$ cat src/rtl/pattern_serial_tx_pkg.sv
// Shared constants for the serial pattern transmitter: FSM state encoding
// and the default 1011 pattern expected by the loopback detector.
package pattern_serial_tx_pkg;

  typedef enum logic [1:0] {
    ST_IDLE  = 2'd0,
    ST_SHIFT = 2'd1,
    ST_GAP   = 2'd2,
    ST_DONE  = 2'd3
  } state_t;

  localparam logic [3:0] DEF_PATTERN_1011 = 4'b1011;

endpackage

$ cat src/rtl/pattern_serial_tx_if.sv
// Control and serial-line bundle of the pattern transmitter.
// The master drives the control inputs; the slave is the transmitter.
interface pattern_serial_tx_if #(
  parameter int WIDTH = 4,
  parameter int CNT_W = 4,
  parameter int GAP_W = 3
);

  logic             start;
  logic             use_default;
  logic [WIDTH-1:0] pattern_in;
  logic [CNT_W-1:0] repeat_cnt;
  logic [GAP_W-1:0] gap_len;
  logic             abort;
  logic             serial_out;
  logic             serial_valid;
  logic             frame_start;
  logic             busy;
  logic             done;

  modport master (
    output start, use_default, pattern_in, repeat_cnt, gap_len, abort,
    input  serial_out, serial_valid, frame_start, busy, done
  );

  modport slave (
    input  start, use_default, pattern_in, repeat_cnt, gap_len, abort,
    output serial_out, serial_valid, frame_start, busy, done
  );

endinterface

$ cat src/rtl/pattern_serial_tx_piso_shift_reg.sv
// Parallel-load, MSB-first shift register. Zeros shift in from the LSB, so the
// register drains to all-zero after WIDTH shifts.
module pattern_serial_tx_piso_shift_reg #(
  parameter int WIDTH = 4
) (
  input  logic             clk,
  input  logic             reset,
  input  logic             i_load,
  input  logic             i_shift,
  input  logic             i_clear,
  input  logic [WIDTH-1:0] i_data,
  output logic             o_msb
);

  logic [WIDTH-1:0] r_data;

  always_ff @(posedge clk) begin
    if (reset || i_clear) begin
      r_data <= '0;
    end else if (i_load) begin
      r_data <= i_data;
    end else if (i_shift) begin
      r_data <= {r_data[WIDTH-2:0], 1'b0};
    end
  end

  assign o_msb = r_data[WIDTH-1];

endmodule

$ cat src/rtl/pattern_serial_tx.sv
// Serial pattern transmitter: sends repeat_cnt+1 frames of a WIDTH-bit pattern,
// MSB first, with gap_len idle cycles between frames. All outputs registered.
module pattern_serial_tx
  import pattern_serial_tx_pkg::*;
#(
  parameter int               WIDTH       = 4,
  parameter logic [WIDTH-1:0] DEF_PATTERN = WIDTH'(DEF_PATTERN_1011),
  parameter int               CNT_W       = 4,
  parameter int               GAP_W       = 3
) (
  input  logic                clk,
  input  logic                reset,
  pattern_serial_tx_if.slave  bus
);

  localparam int IDX_W = (WIDTH > 1) ? $clog2(WIDTH) : 1;
  localparam logic [IDX_W-1:0] LAST_IDX = IDX_W'(WIDTH - 1);

  state_t           r_state;
  logic [IDX_W-1:0] r_bit_idx;
  logic [CNT_W-1:0] r_frame_cnt;
  logic [GAP_W-1:0] r_gap_len;
  logic [GAP_W-1:0] r_gap_cnt;
  logic [WIDTH-1:0] r_pat;
  logic             r_valid;
  logic             r_frame_start;
  logic             r_busy;
  logic             r_done;

  logic             w_abort_ok;
  logic             w_start_ok;
  logic             w_frame_end;
  logic             w_more_frames;
  logic             w_next_frame;
  logic             w_load;
  logic             w_shift;
  logic             w_clear;
  logic [WIDTH-1:0] w_load_val;
  logic             w_piso_msb;

  // Abort only matters outside IDLE; in IDLE it still suppresses a start.
  assign w_abort_ok    = bus.abort && (r_state != ST_IDLE);
  assign w_start_ok    = bus.start && !bus.abort && (r_state == ST_IDLE);
  assign w_frame_end   = (r_state == ST_SHIFT) && (r_bit_idx == '0);
  assign w_more_frames = (r_frame_cnt != '0);
  assign w_next_frame  = (w_frame_end && w_more_frames && (r_gap_len == '0)) ||
                         ((r_state == ST_GAP) && (r_gap_cnt == GAP_W'(1)));

  assign w_load_val = (r_state == ST_IDLE) ?
                      (bus.use_default ? DEF_PATTERN : bus.pattern_in) : r_pat;

  always_comb begin
    w_load  = 1'b0;
    w_shift = 1'b0;
    w_clear = 1'b0;
    if (w_abort_ok) begin
      w_clear = 1'b1;
    end else if (w_start_ok || w_next_frame) begin
      w_load = 1'b1;
    end else if (r_state == ST_SHIFT) begin
      w_shift = 1'b1;
    end
  end

  // The shift register's MSB is the line itself; it is zero whenever no bit is sent.
  pattern_serial_tx_piso_shift_reg #(
    .WIDTH (WIDTH)
  ) u_piso (
    .clk     (clk),
    .reset   (reset),
    .i_load  (w_load),
    .i_shift (w_shift),
    .i_clear (w_clear),
    .i_data  (w_load_val),
    .o_msb   (w_piso_msb)
  );

  always_ff @(posedge clk) begin
    if (reset) begin
      r_state       <= ST_IDLE;
      r_bit_idx     <= '0;
      r_frame_cnt   <= '0;
      r_gap_len     <= '0;
      r_gap_cnt     <= '0;
      r_pat         <= '0;
      r_valid       <= 1'b0;
      r_frame_start <= 1'b0;
      r_busy        <= 1'b0;
      r_done        <= 1'b0;
    end else if (w_abort_ok) begin
      r_state       <= ST_IDLE;
      r_valid       <= 1'b0;
      r_frame_start <= 1'b0;
      r_busy        <= 1'b0;
      r_done        <= 1'b0;
    end else begin
      case (r_state)
        ST_IDLE: begin
          r_done <= 1'b0;
          if (w_start_ok) begin
            r_pat         <= w_load_val;
            r_frame_cnt   <= bus.repeat_cnt;
            r_gap_len     <= bus.gap_len;
            r_bit_idx     <= LAST_IDX;
            r_valid       <= 1'b1;
            r_frame_start <= 1'b1;
            r_busy        <= 1'b1;
            r_state       <= ST_SHIFT;
          end
        end
        ST_SHIFT: begin
          r_frame_start <= 1'b0;
          if (r_bit_idx != '0) begin
            r_bit_idx <= r_bit_idx - IDX_W'(1);
          end else if (w_more_frames) begin
            r_frame_cnt <= r_frame_cnt - CNT_W'(1);
            if (r_gap_len != '0) begin
              r_gap_cnt <= r_gap_len;
              r_valid   <= 1'b0;
              r_state   <= ST_GAP;
            end else begin
              r_bit_idx     <= LAST_IDX;
              r_frame_start <= 1'b1;
            end
          end else begin
            r_valid <= 1'b0;
            r_busy  <= 1'b0;
            r_done  <= 1'b1;
            r_state <= ST_DONE;
          end
        end
        ST_GAP: begin
          if (r_gap_cnt == GAP_W'(1)) begin
            r_bit_idx     <= LAST_IDX;
            r_valid       <= 1'b1;
            r_frame_start <= 1'b1;
            r_state       <= ST_SHIFT;
          end else begin
            r_gap_cnt <= r_gap_cnt - GAP_W'(1);
          end
        end
        ST_DONE: begin
          r_done  <= 1'b0;
          r_state <= ST_IDLE;
        end
        default: begin
          r_state <= ST_IDLE;
        end
      endcase
    end
  end

  assign bus.serial_out   = w_piso_msb;
  assign bus.serial_valid = r_valid;
  assign bus.frame_start  = r_frame_start;
  assign bus.busy         = r_busy;
  assign bus.done         = r_done;

endmodule

$ cat src/flat_wrapper.sv
// flat-port wrapper written by rule: the top's interface ports become plain ports
module pattern_serial_tx_flat import pattern_serial_tx_pkg::*;
#(
  parameter int               WIDTH       = 4,
  parameter logic [WIDTH-1:0] DEF_PATTERN = WIDTH'(DEF_PATTERN_1011),
  parameter int               CNT_W       = 4,
  parameter int               GAP_W       = 3
)
  (clk, reset, bus_start, bus_use_default, bus_pattern_in, bus_repeat_cnt, bus_gap_len, bus_abort, bus_serial_out, bus_serial_valid, bus_frame_start, bus_busy, bus_done);
  pattern_serial_tx_if #(.WIDTH(WIDTH), .CNT_W(CNT_W), .GAP_W(GAP_W)) bus_i ();
  input  logic clk;
  input  logic reset;
  input wire logic [$bits(bus_i.start)-1:0] bus_start;
  input wire logic [$bits(bus_i.use_default)-1:0] bus_use_default;
  input wire logic [$bits(bus_i.pattern_in)-1:0] bus_pattern_in;
  input wire logic [$bits(bus_i.repeat_cnt)-1:0] bus_repeat_cnt;
  input wire logic [$bits(bus_i.gap_len)-1:0] bus_gap_len;
  input wire logic [$bits(bus_i.abort)-1:0] bus_abort;
  output wire logic [$bits(bus_i.serial_out)-1:0] bus_serial_out;
  output wire logic [$bits(bus_i.serial_valid)-1:0] bus_serial_valid;
  output wire logic [$bits(bus_i.frame_start)-1:0] bus_frame_start;
  output wire logic [$bits(bus_i.busy)-1:0] bus_busy;
  output wire logic [$bits(bus_i.done)-1:0] bus_done;
  assign bus_i.start = bus_start;
  assign bus_i.use_default = bus_use_default;
  assign bus_i.pattern_in = bus_pattern_in;
  assign bus_i.repeat_cnt = bus_repeat_cnt;
  assign bus_i.gap_len = bus_gap_len;
  assign bus_i.abort = bus_abort;
  assign bus_serial_out = bus_i.serial_out;
  assign bus_serial_valid = bus_i.serial_valid;
  assign bus_frame_start = bus_i.frame_start;
  assign bus_busy = bus_i.busy;
  assign bus_done = bus_i.done;
  pattern_serial_tx #(.WIDTH(WIDTH), .DEF_PATTERN(DEF_PATTERN), .CNT_W(CNT_W), .GAP_W(GAP_W)) u_core (.clk(clk), .reset(reset), .bus(bus_i));
endmodule
$ cat config.mk
export PLATFORM = sky130hd
export DESIGN_NAME = pattern_serial_tx_flat
export DESIGN_NICKNAME = d
export VERILOG_FILES = /design/src/rtl/pattern_serial_tx_pkg.sv /design/src/rtl/pattern_serial_tx_if.sv /design/src/rtl/pattern_serial_tx_piso_shift_reg.sv /design/src/rtl/pattern_serial_tx.sv /design/src/flat_wrapper.sv
export SDC_FILE = /design/constraint.sdc
export NUM_CORES = 1
export LEC_CHECK = 0
export CORE_MARGIN = 4
export CORE_UTILIZATION = 55
export CTS_CLUSTER_SIZE = 25
export DETAILED_ROUTE_END_ITERATION = 7
export MAX_ROUTING_LAYER = met4
export PLACE_DENSITY = 0.92
export SYNTH_ARGS = -nofsm -noshare
export SYNTH_HDL_FRONTEND = slang
export SYNTH_SLANG_ARGS = --single-unit
$ cat constraint.sdc
create_clock -name clk -period 3.3 [get_ports clk]
set_input_delay 0.495 -clock clk [delete_from_list [all_inputs] [get_ports clk]]
set_output_delay 0.495 -clock clk [all_outputs]
set_load 0.03 [all_outputs]
; ---- After elaboration in Yosys (flattened, before gate mapping)
; Cells that the tools add are included.
[totals]
ff_bits = 26
output_inout_bits = 5
[classes]
add_sub_neg = 3
n_eq_ne = 14
n_mux = 47
bitwise = 1
n_reduce_logical = 34
[ops]
columns = op, n
row1 = two-way mux 4 bit, 7
row2 = two-way mux 2 bit, 10
row3 = two-way mux 1 bit, 18
row4 = two-way mux 3 bit, 4
row5 = AND reduction 6 bit, 2
row6 = nonzero test 2 bit, 6
row7 = != test 2 bit (second input constant), 5
row8 = AND reduction 5 bit, 2
row9 = AND reduction 3 bit, 3
row10 = case mux 2 bit (4 select lines), 1
row11 = case mux 4 bit (2 select lines), 1
row12 = AND reduction 4 bit, 2
row13 = logical AND 1 bit, 7
row14 = != test 3 bit (second input constant), 2
row15 = case mux 1 bit (3 select lines), 2
row16 = case mux 2 bit (3 select lines), 1
row17 = case mux 3 bit (2 select lines), 1
row18 = nonzero test 3 bit, 2
row19 = == test 2 bit (second input constant), 2
row20 = logical NOT 2 bit, 2
row21 = != test 2 x 1 -> 1 bit (second input constant), 2
row22 = case mux 1 bit (2 select lines), 2
row23 = nonzero test 4 bit, 1
row24 = OR reduction 2 bit, 2
row25 = 10 further kinds, 12

; ---- Depth between registers and ports, before layout
[logic_depth]
ltp_word = 10
depth_mapped = 8
mapped_depth_nobuf = 6

; ---- By module
; From an unflattened synthesis, not the netlist that was laid out.
[unflattened]
cells_unflattened = 189
hier_area_um2 = 1575.3
[by_module_without_submodules]
columns = module, instances, cells_per_inst, area_each_um2, seq_area_each_um2
row1 = pattern_serial_tx, 1, 172, 1385.1, 440.4
row2 = pattern_serial_tx_piso_shift_reg, 1, 17, 190.2, 80.1

; ---- Worst setup path after synthesis
; No wires, ideal clock.
[synth_timing]
kind = register to register
from = register u_core.r_state[0]
to = register u_core.r_bit_idx[1]
t_arrival_ns = 1.779
required_time_ns = 3.177
slack_ns = 1.398
path_stages_with_launch = 7
path_buffers = 1
synth_period_minus_slack_ns = 1.902
cell_sequence = dfxtp_1 > inv_1 > ha_1 > clkbuf_1 > a221oi_2 > nor3b_2 > mux2_1
[synth_via]
elab_chain_len = 4
[synth_lines]
columns = item, line
row1 = from (decl), pattern_serial_tx.sv:19  ; state_t r_state;
row2 = from (signal assigned), pattern_serial_tx.sv:80  ; r_state <= ST_IDLE;
row3 = from (signal assigned), pattern_serial_tx.sv:91  ; r_state <= ST_IDLE;
row4 = from (signal assigned), pattern_serial_tx.sv:108  ; r_state <= ST_SHIFT;
row5 = logical NOT 2 bit / nonzero test 2 bit (equally long branches), "pattern_serial_tx.sv:43, pattern_serial_tx.sv:97, pattern_serial_tx.sv:42"
row6 = "logical AND 1 bit, on equally long branches", "pattern_serial_tx.sv:43, pattern_serial_tx.sv:42"
row7 = != test 2 x 1 -> 1 bit (no source line) / inverter 1 bit (equally long branches), n/a
row8 = AND reduction 6 bit (no source line), n/a
row9 = to (signal assigned), pattern_serial_tx.sv:114  ; r_bit_idx <= r_bit_idx - IDX_W'(1);
row10 = to (decl), pattern_serial_tx.sv:20  ; logic [IDX_W-1:0] r_bit_idx;
; Several ways; a longest one is shown, not always the timed one.
; A chain may end at the register's enable or synchronous reset.

; ---- Worst setup path after layout
[layout_timing]
from = register u_core.r_state[1]
to = register u_core.r_frame_cnt[0]
[layout_via]
elab_chain_len = 4
[layout_lines]
columns = item, line
row1 = logical NOT 2 bit / nonzero test 2 bit (equally long branches), "pattern_serial_tx.sv:43, pattern_serial_tx.sv:97, pattern_serial_tx.sv:42"
row2 = "logical AND 1 bit, on equally long branches", "pattern_serial_tx.sv:43, pattern_serial_tx.sv:42"
row3 = != test 2 x 1 -> 1 bit (no source line) / inverter 1 bit (equally long branches), n/a
row4 = AND reduction 5 bit (no source line), n/a
row5 = to (signal assigned), pattern_serial_tx.sv:102  ; r_frame_cnt <= bus.repeat_cnt;
row6 = to (signal assigned), pattern_serial_tx.sv:116  ; r_frame_cnt <= r_frame_cnt - CNT_W'(1);
row7 = to (decl), pattern_serial_tx.sv:21  ; logic [CNT_W-1:0] r_frame_cnt;
; Several ways; a longest one is shown, not always the timed one.

==> qor.csv <==
metric,value,unit
async_flop_share,0,%
critPathTopFamily,compound AO/OA/AOI/OAI gates,
synth_cell_type_count,46,
crit_fanout,14,
ctsResizeCount,0,
fin_worst_skew,0.007021,ns
crit_required,3.53,ns
antenna_found_initial,0,
p_int,809.8,uW
core_area,2758,sq um
antenna_cells,0,
grt_use_total,21.85,%
first_pass_iters,4,
final_cells,242,
slowest_delay,0.56,ns
synthToLayoutAreaGrowth,16.04,%
syn_avg_cell_area,8.285,sq um
r2r_slack,0.98,ns
cts_buffers,3,
post_cts_buffers,0,
drc,0,
p_per_area,803.3,nW/um^2
netlist_area,1599,sq um
crit_type,register to register,
period_share,70.32,%
fin_crit,2.321,ns
initial_core_util,57.99,%
peakVddDrop,0.0006079,V
seq_area_frac_synth,32.55,%
cts.clk_slew.worst_paths,0.14,ns
die_w,61.92,um
slew_headroom,58.33,%
drtIter0Drc,86,
grt-ovfl-total,0,
crit_buf_inv,1,
grt_max_degree,24,
synthCells,193,
design_area,1856,sq um
clk_latency,0.32,ns
drt-wirelength-per-cell,15.14,um
grt_pass1_vias,1309,
die_h,61.92,um
start_kind,register,
synth_seq_cells,26,
clkPwrFrac,10.6,%
pre_cts_ws,0.8813,ns
ant_nets,0,
hold_path.class,register to register,
avgViaCountPerCell,6.132,
cp_cell_sequence,inv_1 -> ha_1 -> mux2i_1 -> a2111oi_4 -> o21ai_1 -> a221oi_1,
fin_nets,239,
die_area,3834,sq um
wirelength,3.664,mm
finalSetupViolCount,0,
placed_cells,238,
synth_edf_count,0,
final-max-slew-violation-count,0,
port_buffers,20,
max_freq,0.4309,GHz
rsz0062_at_grt,no,
root_buffer,clkbuf_4,
cap_violations,0,
drive_gt1_share,6.635,%
syn_nets,220,
power.leakage,0.6966,nW
htree_levels,1,
grt_pass1_wl,6.223,mm
setup_ws,0.9794,ns
cts_hold_buf,0,
power.net_switching,680.8,uW
yosys_warnings,0,
clkSinkCount,26,
critPathCaptureType,register,
synth_flop_cell,dfxtp_1,
place_area,1819,sq um
cp.arrival,2.55,ns
switching_share,45.67,%
layout_commonest_cell,dfxtp_1,
dp_hpwl,2.791,mm
cts_tree,built,
p_comb_share,58.3,%
place.gp.congestion,0.8805,
setup-tns-final,0,ns
boundaryPins,21,
finalHoldViolCount,0,
mostFrequentLayoutCells,"dfxtp_1 (26), clkdlybuf4s50_1 (20), nand2_1 (19), a21oi_1 (19), nor2_1 (17)",
tightest_slew,0.6227,ns
clock_path_buffers,2,
vias,1484,
core.rowCount,19,
seqPwrFrac,31.1,%
status,"complete, no violations",
cp_slowest_cell,a2111oi_4,
-- power by group through the flow --
| stage | logic, mW | registers, mW | clock network (mW) |
|---|---|---|---|
| 2_1_floorplan | 0.618 | 0.493 | 0 |
| 6_report | 0.868 | 0.464 | 0.159 |
| 5_1_grt | 0.955 | 0.475 | 0.170 |
| 4_1_cts | 0.859 | 0.463 | 0.162 |
| 3_5_place_dp | 0.854 | 0.470 | 0 |
| 3_3_place_gp | 0.826 | 0.467 | 0 |
-- worst paths after layout --
check / from / endpoint / cells after the start
setup / recovery: u_core.r_state[1]$_SDFFE_PP0P_ / u_core.r_frame_cnt[0]$_SDFFE_PP0P_ / 6
hold reg to reg: u_core.r_pat[1]$_SDFFE_PP0P_ / u_core.r_pat[1]$_SDFFE_PP0P_ / 2
hold / removal: u_core.r_pat[1]$_SDFFE_PP0P_ / u_core.r_pat[1]$_SDFFE_PP0P_ / 2
setup reg to reg: u_core.r_state[1]$_SDFFE_PP0P_ / u_core.r_frame_cnt[0]$_SDFFE_PP0P_ / 6
-- cells in the mapped netlist, types with 2 or more instances --
library cell	number	area share, %
nand3_1	10	3.1
nor2_1	17	4.0
a221oi_2	2	1.9
or3_1	2	0.78
o221a_2	3	2.1
clkbuf_1	4	0.94
nor2b_1	2	0.78
o21ai_0	4	1.3
a31oi_1	2	0.78
o21a_1	4	1.9
inv_1	13	3.1
buf_2	3	0.94
and3b_1	2	1.1
o21ai_1	5	1.6
o31ai_1	2	0.94
nand2b_1	6	2.3
nor3_1	4	1.3
o22ai_1	3	1.2
a21oi_1	19	5.9
nand4_1	2	0.78
nand2_1	19	4.5
mux2i_1	6	3.8
dfxtp_1	26	33
ha_1	11	8.6
-- flip-flops by register name, summed over array words and instances (netlist names) --
| signal | cells |
|---|---|
| u_core.r_frame_cnt | 4 |
| u_core.bus.serial_valid | 1 |
| u_core.r_pat | 4 |
| u_core.r_gap_cnt | 3 |
| u_core.u_piso.r_data | 4 |
| u_core.r_gap_len | 3 |
| u_core.bus.busy | 1 |
| u_core.bus.done | 1 |
| u_core.r_bit_idx | 2 |
| u_core.r_state | 2 |
| u_core.bus.frame_start | 1 |
-- layout make-up --
cell class	count	area (sq um)
clock buffers	4	36.28
fillers	221	902.1
inverters	13	48.80
multi-input cells	146	996.0
flip-flops and latches	26	520.5
well taps	31	38.79
repair buffers	22	215.2
-- cell families (layout without fill, tap and decap cells) --
kind of cell             Yosys count  after routing  synth area share (%)
buffers and inverters             21             39                 5.164
flip-flops                        26             26                 32.55
XOR/XNOR                           1              1                0.5478
multiplexers                       7              7                 4.460
AND/OR/NAND/NOR                   70             70                 22.54
AO/OA/AOI/OAI                     57             57                 26.14
adder cells (fa/ha/maj)           11             11                 8.607
-- stage by stage --
stage	total power, mW	util (%)	hold WS [ns]
after floorplan	1.111	-	0.4367
after global placement	1.294	65.97	0.4444
after detailed placement	1.324	65.97	0.4545
after CTS	1.483	67.29	0.4744
after global routing	1.600	67.29	0.4969
final	1.491	67.29	0.4675
-- worst register-to-register path: stages (launching register included) --
cell and delay, ns:
dfxtp_1 0.38, inv_1 0.13, ha_1 0.49, mux2i_1 0.23
a2111oi_4 0.56, o21ai_1 0.15, a221oi_1 0.29
-- metal layers --
layer,up-vias,part of all wire [%],track usage (%)
met5,-,0,-
met4,0,1.8,4.242
met3,8,7.3,5.165
met2,60,45,31.39
met1,674,46,31.31
li1,742,-,-
No activity file was read; power rests on OpenSTA's default activity.
